--- src/rtl/regfile_pkg.sv ---
// Shared types and helpers for the multi-port register file and its clear sequencer.
package regfile_pkg;

    typedef enum logic {
        RF_CLEAR = 1'b0,
        RF_RUN   = 1'b1
    } rf_state_t;

    localparam int RF_ZERO_ADDR = 0;

    // Address width: never narrower than one bit, even for a two-entry file.
    function automatic int rf_aw(input int nregs);
        return (nregs > 2) ? $clog2(nregs) : 1;
    endfunction

endpackage

--- src/rtl/regfile_clear_ctrl.sv ---
// Sequencer that sweeps zeros through every entry after reset or on request,
// and holds the register file out of service until the sweep completes.
module regfile_clear_ctrl
    import regfile_pkg::*;
#(
    parameter int NREGS = 32,
    parameter int AW    = 5
) (
    input  logic          clk,
    input  logic          rst_n,
    input  logic          clear_req,
    output logic          ready,
    output logic          sweep_we,
    output logic [AW-1:0] sweep_addr
);

    localparam logic [AW-1:0] LAST_IDX = AW'(NREGS - 1);

    rf_state_t     state_reg, state_next;
    logic [AW-1:0] clear_idx_reg, clear_idx_next;

    always_ff @(posedge clk or negedge rst_n) begin
        if (!rst_n) begin
            state_reg     <= RF_CLEAR;
            clear_idx_reg <= '0;
        end else begin
            state_reg     <= state_next;
            clear_idx_reg <= clear_idx_next;
        end
    end

    always_comb begin
        state_next     = state_reg;
        clear_idx_next = clear_idx_reg;
        ready          = 1'b0;
        sweep_we       = 1'b0;
        case (state_reg)
            RF_CLEAR: begin
                sweep_we = 1'b1;
                if (clear_idx_reg == LAST_IDX) begin
                    state_next     = RF_RUN;
                    clear_idx_next = '0;
                end else begin
                    clear_idx_next = clear_idx_reg + 1'b1;
                end
            end
            RF_RUN: begin
                ready = 1'b1;
                if (clear_req) begin
                    state_next     = RF_CLEAR;
                    clear_idx_next = '0;
                end
            end
            default: begin
                state_next     = RF_CLEAR;
                clear_idx_next = '0;
            end
        endcase
    end

    assign sweep_addr = clear_idx_reg;

endmodule

--- src/rtl/register_file_mp.sv ---
// Parametrised multi-port register file: prioritised multi-port writes,
// optional same-cycle bypass, write-conflict flag and a zeroing sweep.
module register_file_mp
    import regfile_pkg::*;
#(
    parameter int XLEN     = 32,
    parameter int NREGS    = 32,
    parameter int NRD      = 2,
    parameter int NWR      = 2,
    parameter int ZERO_REG = 1,
    parameter int BYPASS   = 1,
    localparam int AW      = rf_aw(NREGS)
) (
    input  logic                      clk,
    input  logic                      rst_n,
    input  logic                      clear_req,
    output logic                      ready,
    input  logic [NWR-1:0]            we,
    input  logic [NWR-1:0][AW-1:0]    waddr,
    input  logic [NWR-1:0][XLEN-1:0]  wdata,
    input  logic [NRD-1:0][AW-1:0]    raddr,
    output logic [NRD-1:0][XLEN-1:0]  rdata,
    output logic                      wr_conflict
);

    logic            sweep_we;
    logic [AW-1:0]   sweep_addr;
    logic [NWR-1:0]  wr_valid;
    logic [XLEN-1:0] mem [NREGS];

    regfile_clear_ctrl #(
        .NREGS (NREGS),
        .AW    (AW)
    ) u_clear_ctrl (
        .clk        (clk),
        .rst_n      (rst_n),
        .clear_req  (clear_req),
        .ready      (ready),
        .sweep_we   (sweep_we),
        .sweep_addr (sweep_addr)
    );

    // Entry 0 is hardwired when ZERO_REG is set; addresses past the depth do not exist.
    function automatic logic addr_ok(input logic [AW-1:0] a);
        return (int'(a) < NREGS) && !((ZERO_REG != 0) && (int'(a) == RF_ZERO_ADDR));
    endfunction

    for (genvar gi = 0; gi < NWR; gi++) begin : g_wr_valid
        assign wr_valid[gi] = ready && we[gi] && addr_ok(waddr[gi]);
    end

    // Later ports are scheduled last, so the highest-index port wins a shared address.
    always_ff @(posedge clk) begin
        if (sweep_we) begin
            mem[sweep_addr] <= '0;
        end else begin
            for (int p = 0; p < NWR; p++) begin
                if (wr_valid[p]) begin
                    mem[waddr[p]] <= wdata[p];
                end
            end
        end
    end

    if (NWR == 2) begin : g_conflict
        assign wr_conflict = wr_valid[0] && wr_valid[1] && (waddr[0] == waddr[1]);
    end else begin : g_no_conflict
        assign wr_conflict = 1'b0;
    end

    for (genvar gi = 0; gi < NRD; gi++) begin : g_read
        logic [XLEN-1:0] rd_value;

        always_comb begin
            rd_value = '0;
            if (ready && addr_ok(raddr[gi])) begin
                rd_value = mem[raddr[gi]];
            end
            if ((BYPASS != 0) && ready) begin
                for (int p = 0; p < NWR; p++) begin
                    if (wr_valid[p] && (waddr[p] == raddr[gi])) begin
                        rd_value = wdata[p];
                    end
                end
            end
        end

        assign rdata[gi] = rd_value;
    end

endmodule

--- config.mk ---
export PLATFORM = sky130hd
export DESIGN_NAME = register_file_mp
export DESIGN_NICKNAME = d
export VERILOG_FILES = /design/src/rtl/regfile_pkg.sv /design/src/rtl/regfile_clear_ctrl.sv /design/src/rtl/register_file_mp.sv
export SDC_FILE = /design/constraint.sdc
export NUM_CORES = 2
export LEC_CHECK = 0
export BUFFER_PORTS_ARGS = -buffer_cell sky130_fd_sc_hd__buf_2
export CORE_MARGIN = 3
export CORE_UTILIZATION = 30
export DETAILED_ROUTE_END_ITERATION = 10
export PLACE_DENSITY = 0.51
export SKIP_CTS_REPAIR_TIMING = 1
export SLEW_MARGIN = 20
export SYNTH_ARGS = -nofsm -noshare
export SYNTH_HDL_FRONTEND = slang
export SYNTH_HIERARCHICAL = 1
export SYNTH_SLANG_ARGS = --single-unit
--- constraint.sdc ---
create_clock -name clk -period 4.1 [get_ports clk]
set_input_delay 0.615 -clock clk [delete_from_list [all_inputs] [get_ports clk]]
set_output_delay 0.615 -clock clk [all_outputs]
set_load 0.01 [all_outputs]
==> out/qor.yml <==
worst_setup_path:
  critPathKind: "flop to output pin"
  crit_path_start_kind: "flop"
  critPathCaptureType: "output pin"
  worst-path-max-fanout: 36
  worst_ep_required_time_ns: 3.48
  critPathArrivalTime_ns: 3.31
routing:
  wl_per_cell_um: 31.81
  via_per_inst: 5.881
  vias: 46915
  ant_nets: 0
  drt_iter0_drc: 6698
  wl_um: 253800
  drc: 0
  drtPass1Iterations: 6
floorplanning:
  start_util_pct: 30.33
  num_rows: 164
  die_x_um: 456.7
  die_h_um: 456.7
  core_um2: 200900
  ios: 155
  die_area_um2: 208600
clock_tree:
  cts-root-buf: "clkbuf_16"
  cts_max_path_buffers: 3
  cts.htree.levels: 3
  clk_transition_reported_paths_ns: 0.06
  cts_buffers: 114
  clock_latency_ns: 0.79
  cts.sink_count: 1030
  cts_tree: "yes"
timing:
  rsz0062_at_grt: "false"
  post-route-period-util_pct: 95.80
  worstMarginPinSlew_ns: 1.087
  min_period_ns: 3.928
  clock.fmax_ghz: 0.2546
  timing.final.hold_violations: 0
  finalClockSkew_ns: 0.03963
  slew_headroom_pct: 27.41
  slew_violations: 0
  setup_slack_ns: 0.1722
  timing.hold.ws_ns: 0.2194
  setup_viol: 0
finish:
  multiInputGateArea_um2: 27730
  seq_area_um2: 30900
  largest_register_ffs: 1024
  nets: 5303
  finalNonFillerCells: 7978
  fillers: 19563
  area_delta_synth_final_pct: 14.53
  drive_gt1_share_pct: 24.23
  post-route-util_pct: 34.74
synth:
  synth_edf_count: 1024
  syn-instance-count: 5257
  yosysTopAreaCellShare_pct: 50.46
  synth-main-ff-cell: "edfxtp_1"
  yosysTopAreaCell: "edfxtp_1"
  synth_area_leaders: "edfxtp_1 (50%), mux4_2 (17%), o21ai_0 (8.9%)"
  synth_async_sr_flop_share_pct: 0.5825
  ys_seq_area_share_pct: 50.71
  synth_common_cells: "nand2_1 (1105), o21ai_0 (1084), edfxtp_1 (1024)"
  synth.yosys.warnings: 6
  syn_area_per_cell_um2: 11.59
  synth_seq_cells: 1030
  yosysUniqueCellTypes: 65
  syn_area_um2: 60940
  syn_nets: 5348
  yosysMostFrequentCell: "nand2_1"
run:
  maxCapViolCount: 0
worst_hold_path:
  hold_path.class: "primary input to flop"
power_and_ir_drop:
  power_density_nw_per_um2: 414.3
  total_power_mw: 28.91
  peakVddDrop_mv: 0.3196
  p_leak_nw: 23.00
placed_design:
  gp_congestion: 0.8874
  dp.cells: 7750
  io_buffers: 154
  pre_cts_ws_ns: 0.3464
  hpwl_um: 161300
global_routing:
  overflow: 0
  antenna_found_initial: 22
  grt_use_total_pct: 23.73
  grt_max_degree: 65
  grt_pass1_vias: 44970
  grt_pass1_wl_um: 354600
status:
  outcome: "complete, no violations"
[cells by family after synthesis]
| kind of cell | count (synthesis) | share of synthesized area [%] |
|---|---|---|
| compound gates | 1439 | 13.07 |
| simple gates | 1308 | 8.585 |
| flops | 1030 | 50.71 |
| mux | 783 | 22.29 |
| buf+inv | 669 | 4.928 |
| xor+xnor | 26 | 0.3737 |
| fa+ha+maj | 2 | 0.04106 |
[report_power, final]
group          switching (mW)  total (mW)  internal [mW]
Sequential              0.419        13.0           12.6
Combinational            3.73        5.78           2.04
Clock                    4.63        10.1           5.48
[metrics by stage]
stage | TNS [ns] | instance area (um2)
after floorplan | 0 | 60940
after global placement | 0 | 66180
after detailed placement | 0 | 66190
after CTS | -0.1787 | 69720
after global routing | 0 | 69780
final | 0 | 69790
[worst paths after layout]
kind	from	endpoint	slack (ns)	cells past startpoint
max in group asynchronous	rst_n	u_clear_ctrl/state_reg	3.55	2
worst max-delay path	u_clear_ctrl/state_reg	rdata[46]	0.17	8
worst min register to register	u_clear_ctrl/sweep_addr[4]	u_clear_ctrl/sweep_addr[4]	0.67	1
min in group asynchronous	rst_n	u_clear_ctrl/sweep_addr[0]	0.38	2
worst min-delay path	clear_req	u_clear_ctrl/state_reg	0.22	2
worst max register to register	u_clear_ctrl/state_reg	mem[9][29]	0.69	7
[worst max-delay path: stages (launching register included)]
cell      delay (ns)
dfrtp_4         0.49
clkbuf_8        0.35
nand3b_1        0.17
a31oi_4         0.29
buf_6           0.28
o21ai_0         0.26
buf_4           0.21
a31oi_1         0.27
buf_2           0.21
[placed cells by master, fill, tap and decap left out, types with 65 or more instances in the layout]
cell	count
a21oi_1	65
buf_12	71
buf_2	146
buf_4	244
clkbuf_16	114
edfxtp_1	1024
mux2_2	99
mux2i_1	233
mux4_2	448
nand2_1	1104
nor2_1	91
o21ai_0	1084
[metal layers]
| layer | vias to the layer above | wire length [um] | GRT usage (%) |
|---|---|---|---|
| li1 | 19789 | - | - |
| met2 | 2859 | 115000 | 36.74 |
| met3 | 558 | 25800 | 5.372 |
| met1 | 23705 | 100500 | 31.67 |
| met4 | 4 | 12510 | 10.79 |
| met5 | - | 24 | 0 |
[final cells by class]
type                       count  area share (%)
antenna                       14         0.05020
sequential                  1030           44.28
timing repair buffer         472           5.925
inverter                      36          0.1936
clock inverter                78          0.8641
multi-input combinational   3558           39.73
clock buffer                 134           4.195
tap                         2656           4.762
Power figures use the tool's default switching activity.
